$ cat src/rtl/op_dispatch_ctrl.sv
// -----------------------------------------------------------------------------
// op_dispatch_ctrl
// Command-driven sequencer for the shared execution datapath (fpu_double,
// int_calc, int_bit_manip, int_log) and a small operand register bank.
// One command is accepted at a time. Its operands are read from the bank and
// the operation is issued to the selected unit. The controller then waits for
// the result, masks it to the selected width, writes it back and returns a
// response that carries a sign flag.
//
// Optional build macro: FPU_TIMEOUT_EN
//   defined   -> an FPU wait longer than FPU_TIMEOUT cycles ends with
//                rsp_err=1, rsp_data=0 and no bank write
//   undefined -> the FPU wait is unbounded
//
// Ports:
//   clk, rst                        clock (rising edge), async active-low reset
//   cmd_valid/cmd_ready             command handshake
//   cmd_unit, cmd_op, cmd_size      unit select, op code, result width
//   cmd_src_a/b, cmd_dst, cmd_imm   bank indices and store immediate
//   unit_op, unit_opa, unit_opb     operation and operands to the units
//   fpu_start, fpu_ready, fpu_out   FPU launch pulse / result valid / result
//   arith_out, bit_out, logic_out   integer unit results
//   rsp_valid/rsp_ready             response handshake
//   rsp_data, rsp_sign, rsp_err     masked result, its sign bit, error flag
// -----------------------------------------------------------------------------
module op_dispatch_ctrl #(
  parameter int DATA_W      = 64,
  parameter int NREGS       = 4,
  parameter int INT_LAT     = 1,
  parameter int FPU_TIMEOUT = 255
) (
  input  logic              clk,
  input  logic              rst,
  input  logic              cmd_valid,
  output logic              cmd_ready,
  input  logic [2:0]        cmd_unit,
  input  logic [2:0]        cmd_op,
  input  logic [1:0]        cmd_size,
  input  logic [1:0]        cmd_src_a,
  input  logic [1:0]        cmd_src_b,
  input  logic [1:0]        cmd_dst,
  input  logic [DATA_W-1:0] cmd_imm,
  output logic [2:0]        unit_op,
  output logic [DATA_W-1:0] unit_opa,
  output logic [DATA_W-1:0] unit_opb,
  output logic              fpu_start,
  input  logic              fpu_ready,
  input  logic [DATA_W-1:0] fpu_out,
  input  logic [DATA_W-1:0] arith_out,
  input  logic [DATA_W-1:0] bit_out,
  input  logic [DATA_W-1:0] logic_out,
  output logic              rsp_valid,
  input  logic              rsp_ready,
  output logic [DATA_W-1:0] rsp_data,
  output logic              rsp_sign,
  output logic              rsp_err
);

  localparam logic [2:0] U_FPU   = 3'b000;
  localparam logic [2:0] U_ARITH = 3'b001;
  localparam logic [2:0] U_BIT   = 3'b010;
  localparam logic [2:0] U_LOGIC = 3'b011;
  localparam logic [2:0] U_FETCH = 3'b100;
  localparam logic [2:0] U_STORE = 3'b101;

  // One counter serves both the integer latency and the FPU timeout; it is
  // never narrower than 8 bits.
  localparam int CNT_MAX = (FPU_TIMEOUT > INT_LAT) ? FPU_TIMEOUT : INT_LAT;
  localparam int CNT_W   = ($clog2(CNT_MAX + 1) < 8) ? 8 : $clog2(CNT_MAX + 1);
  localparam logic [CNT_W-1:0] CNT_ONE  = CNT_W'(1);
  localparam logic [CNT_W-1:0] INT_LAST = CNT_W'(INT_LAT - 1);
`ifdef FPU_TIMEOUT_EN
  localparam logic [CNT_W-1:0] FPU_LAST = CNT_W'(FPU_TIMEOUT - 1);
`endif

  typedef enum logic [2:0] {
    ST_IDLE  = 3'd0,
    ST_ISSUE = 3'd1,
    ST_WAIT  = 3'd2,
    ST_WRITE = 3'd3,
    ST_RESP  = 3'd4
  } state_t;

  // Keep only the bits of the selected width; upper bits become zero.
  function automatic logic [DATA_W-1:0] size_mask(input logic [DATA_W-1:0] v,
                                                  input logic [1:0] sz);
    logic [DATA_W-1:0] m;
    case (sz)
      2'b00:   m = {{(DATA_W-16){1'b0}}, v[15:0]};
      2'b01:   m = {{(DATA_W-32){1'b0}}, v[31:0]};
      default: m = v;
    endcase
    return m;
  endfunction

  // Top bit of the selected width.
  function automatic logic size_sign(input logic [DATA_W-1:0] v,
                                     input logic [1:0] sz);
    logic s;
    case (sz)
      2'b00:   s = v[15];
      2'b01:   s = v[31];
      default: s = v[DATA_W-1];
    endcase
    return s;
  endfunction

  state_t             state_r, state_s;
  logic [2:0]         unit_r, op_r;
  logic [1:0]         size_r, dst_r;
  logic [DATA_W-1:0]  imm_r, opa_r, opb_r, cap_r;
  logic [CNT_W-1:0]   wait_cnt_r;
  logic               timeout_r, fpu_start_r, cmd_ready_r;
  logic               rsp_valid_r, rsp_sign_r, rsp_err_r;
  logic [DATA_W-1:0]  rsp_data_r;
  logic [DATA_W-1:0]  bank_r [NREGS];

  logic               accept_s, cap_en_s, timeout_s, wr_en_s, res_err_s;
  logic [DATA_W-1:0]  cap_val_s, int_res_s, res_data_s;

  assign cmd_ready = cmd_ready_r;
  assign unit_op   = op_r;
  assign unit_opa  = opa_r;
  assign unit_opb  = opb_r;
  assign fpu_start = fpu_start_r;
  assign rsp_valid = rsp_valid_r;
  assign rsp_data  = rsp_data_r;
  assign rsp_sign  = rsp_sign_r;
  assign rsp_err   = rsp_err_r;

  // Select the integer unit result for the latched unit code.
  always_comb begin
    int_res_s = {DATA_W{1'b0}};
    case (unit_r)
      U_ARITH: int_res_s = arith_out;
      U_BIT:   int_res_s = bit_out;
      U_LOGIC: int_res_s = logic_out;
      default: int_res_s = {DATA_W{1'b0}};
    endcase
  end

  // Next-state logic plus accept/capture/timeout strobes.
  always_comb begin
    state_s   = state_r;
    accept_s  = 1'b0;
    cap_en_s  = 1'b0;
    cap_val_s = {DATA_W{1'b0}};
    timeout_s = 1'b0;
    case (state_r)
      ST_IDLE: begin
        if (cmd_valid && cmd_ready_r) begin
          accept_s = 1'b1;
          state_s  = ST_ISSUE;
        end else begin
          state_s = ST_IDLE;
        end
      end
      ST_ISSUE: begin
        // Only the four compute units (codes 0xx) need to wait for a result.
        if (unit_r[2] == 1'b0) begin
          state_s = ST_WAIT;
        end else begin
          state_s = ST_WRITE;
        end
      end
      ST_WAIT: begin
        if (unit_r == U_FPU) begin
          if (fpu_ready) begin
            cap_en_s  = 1'b1;
            cap_val_s = fpu_out;
            state_s   = ST_WRITE;
          end
`ifdef FPU_TIMEOUT_EN
          else if (wait_cnt_r == FPU_LAST) begin
            timeout_s = 1'b1;
            state_s   = ST_WRITE;
          end
`endif
          else begin
            state_s = ST_WAIT;
          end
        end else if (wait_cnt_r == INT_LAST) begin
          cap_en_s  = 1'b1;
          cap_val_s = int_res_s;
          state_s   = ST_WRITE;
        end else begin
          state_s = ST_WAIT;
        end
      end
      ST_WRITE: state_s = ST_RESP;
      ST_RESP: begin
        if (rsp_ready) begin
          state_s = ST_IDLE;
        end else begin
          state_s = ST_RESP;
        end
      end
      default: state_s = ST_IDLE;
    endcase
  end

  // Result, error flag and write enable evaluated during WRITE.
  always_comb begin
    res_data_s = {DATA_W{1'b0}};
    res_err_s  = 1'b0;
    wr_en_s    = 1'b0;
    case (unit_r)
      U_FPU, U_ARITH, U_BIT, U_LOGIC: begin
        if (timeout_r) begin
          res_err_s = 1'b1;
        end else begin
          res_data_s = size_mask(cap_r, size_r);
          wr_en_s    = 1'b1;
        end
      end
      U_FETCH: res_data_s = opa_r;
      U_STORE: begin
        res_data_s = size_mask(imm_r, size_r);
        wr_en_s    = 1'b1;
      end
      default: res_err_s = 1'b1;
    endcase
  end

  // State register; cmd_ready is registered so it rises one cycle after reset.
  always_ff @(posedge clk or negedge rst) begin
    if (!rst) begin
      state_r     <= ST_IDLE;
      cmd_ready_r <= 1'b0;
    end else begin
      state_r     <= state_s;
      cmd_ready_r <= (state_s == ST_IDLE);
    end
  end

  // WAIT-cycle counter, cleared whenever the FSM is outside WAIT.
  always_ff @(posedge clk or negedge rst) begin
    if (!rst) begin
      wait_cnt_r <= {CNT_W{1'b0}};
    end else if (state_r == ST_WAIT) begin
      wait_cnt_r <= wait_cnt_r + CNT_ONE;
    end else begin
      wait_cnt_r <= {CNT_W{1'b0}};
    end
  end

  // Command and operand latch; held as unit drive until the next accept.
  always_ff @(posedge clk or negedge rst) begin
    if (!rst) begin
      unit_r <= 3'b000;
      op_r   <= 3'b000;
      size_r <= 2'b00;
      dst_r  <= 2'b00;
      imm_r  <= {DATA_W{1'b0}};
      opa_r  <= {DATA_W{1'b0}};
      opb_r  <= {DATA_W{1'b0}};
    end else if (accept_s) begin
      unit_r <= cmd_unit;
      op_r   <= cmd_op;
      size_r <= cmd_size;
      dst_r  <= cmd_dst;
      imm_r  <= cmd_imm;
      opa_r  <= size_mask(bank_r[cmd_src_a], cmd_size);
      opb_r  <= size_mask(bank_r[cmd_src_b], cmd_size);
    end
  end

  // One-cycle FPU launch pulse, visible during ISSUE.
  always_ff @(posedge clk or negedge rst) begin
    if (!rst) begin
      fpu_start_r <= 1'b0;
    end else begin
      fpu_start_r <= accept_s && (cmd_unit == U_FPU);
    end
  end

  // Unit result capture and timeout flag, both cleared on a new command.
  always_ff @(posedge clk or negedge rst) begin
    if (!rst) begin
      cap_r     <= {DATA_W{1'b0}};
      timeout_r <= 1'b0;
    end else if (accept_s) begin
      cap_r     <= {DATA_W{1'b0}};
      timeout_r <= 1'b0;
    end else if (cap_en_s) begin
      cap_r <= cap_val_s;
    end else if (timeout_s) begin
      timeout_r <= 1'b1;
    end
  end

  // Register bank write-back.
  always_ff @(posedge clk or negedge rst) begin
    if (!rst) begin
      for (int i = 0; i < NREGS; i++) begin
        bank_r[i] <= {DATA_W{1'b0}};
      end
    end else if ((state_r == ST_WRITE) && wr_en_s) begin
      bank_r[dst_r] <= res_data_s;
    end
  end

  // Response registers: loaded leaving WRITE, valid dropped on handshake.
  always_ff @(posedge clk or negedge rst) begin
    if (!rst) begin
      rsp_valid_r <= 1'b0;
      rsp_data_r  <= {DATA_W{1'b0}};
      rsp_sign_r  <= 1'b0;
      rsp_err_r   <= 1'b0;
    end else if (state_r == ST_WRITE) begin
      rsp_valid_r <= 1'b1;
      rsp_data_r  <= res_data_s;
      rsp_sign_r  <= size_sign(res_data_s, size_r);
      rsp_err_r   <= res_err_s;
    end else if ((state_r == ST_RESP) && rsp_ready) begin
      rsp_valid_r <= 1'b0;
    end
  end

endmodule

$ cat config.mk
export PLATFORM = sky130hd
export DESIGN_NAME = op_dispatch_ctrl
export DESIGN_NICKNAME = d
export VERILOG_FILES = /design/src/rtl/op_dispatch_ctrl.sv
export SDC_FILE = /design/constraint.sdc
export NUM_CORES = 1
export LEC_CHECK = 0
export CAP_MARGIN = 20
export CORE_UTILIZATION = 43
export CTS_BUF_LIST = sky130_fd_sc_hd__clkbuf_8
export DETAILED_ROUTE_END_ITERATION = 16
export PLACE_DENSITY_LB_ADDON = 0.05
export SETUP_SLACK_MARGIN = 0.05
export SLEW_MARGIN = 20
export SYNTH_ARGS = -nofsm -noshare
export SYNTH_HDL_FRONTEND = slang
export SYNTH_SLANG_ARGS = --single-unit
$ cat constraint.sdc
create_clock -name clk -period 4.75 [get_ports clk]
set_input_delay 0.95 -clock clk [delete_from_list [all_inputs] [get_ports clk]]
set_output_delay 0.95 -clock clk [all_outputs]
set_load 0.1 [all_outputs]
-- Word-level counts from Yosys, hierarchy flattened
Index checks and enable logic that the tools add are counted.
- multiply operators: 0
- $add $sub $neg: 1
- multiplexer cells: 40
- div/mod/pow operators: 0
- magnitude comparators: 4
- reduce and logical (&&, ||, !) cells: 17
- shift-type cells: 0
- bitwise logic cells: 3
- equal/unequal tests: 11
- operators with widths (operator ; number):
    2-to-1 mux 64 bit ; 11
    one-hot mux 64 bit (2 select lines) ; 4
    one-hot mux 64 bit (3 select lines) ; 2
    binary-select mux 64 bit (select 2 bit) ; 2
    bitwise mux 256 bit ; 1
    demux 64 bit (select 2 bit) ; 1
    one-hot mux 3 bit (5 select lines) ; 1
    2-to-1 mux 1 bit ; 14
    == test 3 x 2 -> 1 bit, second input constant ; 4
    logical NOT 3 bit ; 4
    == test 3 bit, second input constant ; 3
    >= comparator 3 bit, second input constant ; 3
    inverter 2 -> 3 bit ; 3
    adder 8 x 1 -> 8 bit, second input constant ; 1
    logical NOT 8 bit ; 1
    2-to-1 mux 8 bit ; 1
    == test 3 x 1 -> 1 bit, second input constant ; 2
    2-to-1 mux 3 bit ; 2
    OR reduction 6 bit ; 1
    logical AND 1 bit ; 5
    OR reduction 5 bit ; 1
    == test 2 x 1 -> 1 bit, second input constant ; 2
    logical NOT 2 bit ; 2
    nonzero test 2 bit ; 2
    other kinds (3) ; 3
- output and inout bits: 200
- bits in latches: 0
- memories: 0
- input port bits: 339
- bits in read-only memories: 0
- word-level logic and storage cells: 96
- flip-flop bits (word level): 602
- memory bits (writable): 0

-- Depth between registers and ports, before layout
- word-level depth: 7
- gate-level depth with buffers: 8
- depth with buffers taken out: 6

-- Worst setup path before layout
Ideal clock, no wire load.
- path type: input -> register
- from: input cmd_src_a[0]
- to: register opa_r[31] (netlist: unit_opa[31])
- stages on the path: 4
- path buffers: 2
- library setup time: 0.122 ns
- data required time: 4.628 ns
- data arrival time: 2.453 ns
- setup slack: 2.175 ns
- path through: buf_2 > buf_1 > mux4_2 > a22o_1
- cells in the longest elaborated chain, start to end: 5
- ends and longest elaborated chain (element ; RTL line ; source):
    start, declared ; 39 ; input logic [1:0] cmd_src_a,
    inverter 2 -> 3 bit (implied by the code) ; 263 ; opa_r <= size_mask(bank_r[cmd_src_a], cmd_size);
    binary-select mux 64 bit (select 2 bit) ; 263 ;
    2-to-1 mux 64 bit (implied by the code) (2 in series) ; 263 ;
    one-hot mux 64 bit (2 select lines) ; 88 ; case (sz)
    end signal, assigned ; 255 ; opa_r <= {DATA_W{1'b0}};
    end signal, assigned ; 263 ;
    end, declared ; 111 ; logic [DATA_W-1:0] imm_r, opa_r, opb_r, cap_r;
Every way passes these cells. The select of a mux whose other input is x is not followed.
A chain may end at the register's enable or synchronous reset.

-- Final worst setup path
- from: register unit_r[0]
- to: register cap_r[48]
- cells in the longest elaborated chain, start to end: 7
- elaborated cells on any way between the ends: 13
- those cells by class: eq/ne (3); mux (8); reduce/logical (2)
- ends and longest elaborated chain (element ; RTL line ; source):
    start, declared ; 109 ; logic [2:0] unit_r, op_r;
    start signal, assigned ; 258 ; unit_r <= cmd_unit;
    == test 3 x 2 -> 1 bit or == test 3 x 1 -> 1 bit (tied branches) ; 134 ; case (unit_r)
    one-hot mux 64 bit (3 select lines) ; 134 ;
    2-to-1 mux 64 bit ; 182 ; end else if (wait_cnt_r == INT_LAST) begin
    2-to-1 mux 64 bit ; 167 ; if (unit_r == U_FPU) begin
    2-to-1 mux 64 bit ; 149 ; case (state_r)
    2-to-1 mux 64 bit ; 285 ; end else if (cap_en_s) begin
    2-to-1 mux 64 bit ; 282 ; end else if (accept_s) begin
    end signal, assigned ; 280 ; cap_r <= {DATA_W{1'b0}};
    end signal, assigned ; 283 ; cap_r <= {DATA_W{1'b0}};
    end signal, assigned ; 286 ; cap_r <= cap_val_s;
    end, declared ; 111 ;
Parallel ways exist; a longest one is shown, timed or not. The select of a mux whose other input is x is not followed.

==> results.cfg <==
[clocking]
cts_tree = yes
cts_setup_buffers = 0
clk-insertion-delay-late_ns = 0.69
clk_pin_slew_ns = 0.06
clockBufferDepth = 3
cts_sinks = 602
cts_max_level = 3
cts.repair.resized = 0
ctsHoldBuffers = 0
cts_root_buf = clkbuf_8
cts_made_buffers = 102

[worst_setup_path]
crit_fanout = 48
endpoint_kind = flip-flop
worst_ep_arrival_time_ns = 3.90
critPathRequiredTime_ns = 5.33
worstSetupPathType = reg2reg
cp-start-kind = flip-flop

[floorplan]
dieWidth_microns = 257
initial_core_util_pct = 43.4
die_y_microns = 257
num_io_pins = 539
die-area_sq_um = 66000
rows = 93
core_area_sq_um = 64300

[power_and_ir_drop]
power_frac_seq_pct = 32.8
p_int_uw = 14200
cellLeakagePower_uw = 0.0157
power_frac_comb_pct = 50.6
swShare_pct = 48.7
p_clk_share_pct = 16.6
switchingPower_uw = 13500
ir_worst_vdd_mv = 0.485
power_density_nw_per_um2 = 769

[timing]
setup-tns-final_ns = 0
min_period_ns = 3.32
rsz0062_at_grt = no
worst_pin_slew_ns = 1.13
fmax_mhz = 301
hold_violations = 0
slew_headroom_pct = 24.5
finalCritPeriodShare_pct = 70.0
finClkSkew_ns = 0.0423
setup_viol = 0
drv_slew = 0

[cells_and_area]
fin_cells = 3933
final.fill_count = 5584
syn_to_final_growth_pct = 29.1
drive_gt1_share_pct = 13.9
nets = 3336

[logic_synthesis]
synth_mux_area_share_pct = 15.8
avgSynthCellArea_sq_um = 11.1
async_flop_share_pct = 100
synth_top_family_by_area = compound AO/OA/AOI/OAI gates
synthCells = 2527
synth_compound_area_share_pct = 16.1
synth_xor_area_share_pct = 0.188
ys_seq_area_share_pct = 53.9
yosys.area.top_type = dfrtp_1
synthesis.nets = 2868
synth_edf_count = 0
synth_simple_gate_area_share_pct = 10.4
ys_warn_count = 0
syn-cell-area_sq_um = 28000
synth_fa_ha_area_share_pct = 0.0895
ys_top_cells_by_area = dfrtp_1 (54%), mux4_2 (10%), nand2_1 (6.8%), a22o_1 (6.5%), a21oi_1 (3.5%)
synth_top_cell_area_share_pct = 53.9
ys_seq_elements = 602
synth_ff_type = dfrtp_1
synth_cell_type_count = 48

[route]
routed_via_density = 5.63
drt-pass1-iter-count = 5
num_vias = 22100
postRouteAntennaNets = 0
remaining_drc_errors = 0
wl_microns = 90600
wl_per_cell_microns = 23.0
initialDrtViolationCount = 1511

[placement]
finalWeightedCongestion = 0.827
dpl.hpwl_microns = 58500
place_inst = 3746
port_buffers = 538

[global_routing]
first_global_vias = 22900
grt-ovfl-total = 0
track_usage_pct = 27.6
grt_pass1_wl_microns = 139000
grt_start_max_net_pins = 140
antenna_found_initial = 3

[worst_hold_path]
min_path_type = in2async

[status]
status = completed

[job]
cap_violations = 0
## metal layers
metal | track usage [%] | vias up | wire [microns]
met5 | 0 | - | 0
met2 | 44.6 | 797 | 43600
met3 | 5.07 | 119 | 5810
li1 | - | 10000 | -
met4 | 9.31 | 0 | 2360
met1 | 37.6 | 11200 | 38900
## flip-flops by register name, indices dropped and copies added, names as in the netlist, 2 cells and up
| signal | flops |
|---|---|
| bank_r | 256 |
| cap_r | 64 |
| imm_r | 64 |
| rsp_data | 64 |
| unit_opa | 64 |
| unit_opb | 64 |
| wait_cnt_r | 8 |
| state_r | 3 |
| unit_op | 3 |
| unit_r | 3 |
| dst_r | 2 |
| size_r | 2 |
## synthesized netlist by cell type (all sizes together), types with 3 or more instances
| library cell | count |
|---|---|
| and3b | 3 |
| inv | 9 |
| a2111oi | 3 |
| mux4 | 128 |
| dfrtp | 602 |
| a22o | 206 |
| o21ai | 133 |
| or3 | 4 |
| and3 | 4 |
| buf | 77 |
| mux2 | 80 |
| clkbuf | 143 |
| a21oi | 196 |
| nand2 | 507 |
| xnor2 | 4 |
| mux2i | 64 |
| nor2 | 205 |
| a22oi | 127 |
| nor4 | 3 |
## power groups by stage
stage / sequential, uW / combinational (uW) / clock, uW
final: 9100 / 14000 / 4610
after global routing: 9390 / 14800 / 4960
after CTS: 9090 / 14100 / 4730
after detailed placement: 9150 / 14100 / 0
after global placement: 9000 / 13900 / 0
after floorplan: 13400 / 5500 / 0
## per-stage QoR
step / setup slack, ns / power (uW) / utilization (%) / hold slack [ns] / instance area, sq um
6_report: 1.43 / 27700 / 56.1 / 0.287 / 36100
5_1_grt: 1.30 / 29200 / 56.1 / 0.315 / 36100
4_1_cts: 1.39 / 27900 / 56.1 / 0.288 / 36100
3_5_place_dp: 1.42 / 23200 / 52.9 / 0.460 / 34000
3_3_place_gp: 1.46 / 22900 / 52.9 / 0.454 / 34000
2_1_floorplan: 2.17 / 18900 / - / 0.440 / 28000
## layout by cell type (no fill, tap or decap), types with 2 or more instances in the layout
| cell type | synthesis | routed |
|---|---|---|
| clkdlybuf4s50_1 | 0 | 533 |
| mux4_2 | 128 | 128 |
| a22oi_1 | 127 | 127 |
| a22o_1 | 206 | 206 |
| dfrtp_1 | 602 | 599 |
| clkinvlp_4 | 0 | 3 |
| clkinv_2 | 0 | 12 |
| a21o_1 | 2 | 2 |
| mux2_2 | 80 | 80 |
| nand2_1 | 507 | 506 |
| a21oi_1 | 195 | 195 |
| nor4_1 | 2 | 2 |
| or3_1 | 4 | 4 |
| and3b_1 | 3 | 2 |
| inv_1 | 9 | 46 |
| xnor2_1 | 4 | 4 |
| buf_4 | 2 | 38 |
| nor2_1 | 205 | 204 |
| buf_12 | 0 | 12 |
| xor2_1 | 2 | 2 |
| a2111oi_2 | 0 | 3 |
| nand3b_1 | 2 | 2 |
| dfrtp_4 | 0 | 2 |
| nand3_1 | 2 | 2 |
| and3_1 | 4 | 4 |
| mux2i_1 | 64 | 64 |
| ha_1 | 2 | 2 |
| o21ai_0 | 133 | 133 |
| clkbuf_8 | 0 | 129 |
| diode_2 | 0 | 3 |
## area by class of cell
type | instances | area [sq um] | area share [%]
Antenna cell | 3 | 7.51 | 0.0208
Clock buffer | 129 | 1780 | 4.92
Clock inverter | 55 | 268 | 0.742
Inverter | 9 | 35.0 | 0.0971
Multi-Input combinational cell | 1696 | 12000 | 33.2
Sequential cell | 602 | 15100 | 41.8
Tap cell | 855 | 1070 | 2.96
Timing Repair Buffer | 584 | 5880 | 16.3
## worst paths after layout
check                               end  cells past startpoint      start  slack (ns)
max in group asynchronous   bank_r[183]                      2        rst        3.09
setup reg to reg              cap_r[48]                      6  unit_r[0]        1.43
hold / removal             unit_opb[21]                      1        rst        0.29
min in group clk               imm_r[5]                      2   imm_r[5]        0.47
setup / recovery              cap_r[48]                      6  unit_r[0]        1.43
hold reg to reg                imm_r[5]                      2   imm_r[5]        0.47
## worst max-delay path, cell delays in order (launching register included)
cell     delay, ns
dfrtp_4       0.94
nor3_2        0.13
buf_4         0.29
or3_1         0.46
a21oi_4       0.71
buf_4         0.42
mux2i_1       0.23
## cell families after synthesis
group           after synthesis
simple gates                742
compound gates              674
flops                       602
mux                         272
buf+inv                     229
xor+xnor                      6
fa+ha+maj                     2
Power figures use the tool's default switching activity.
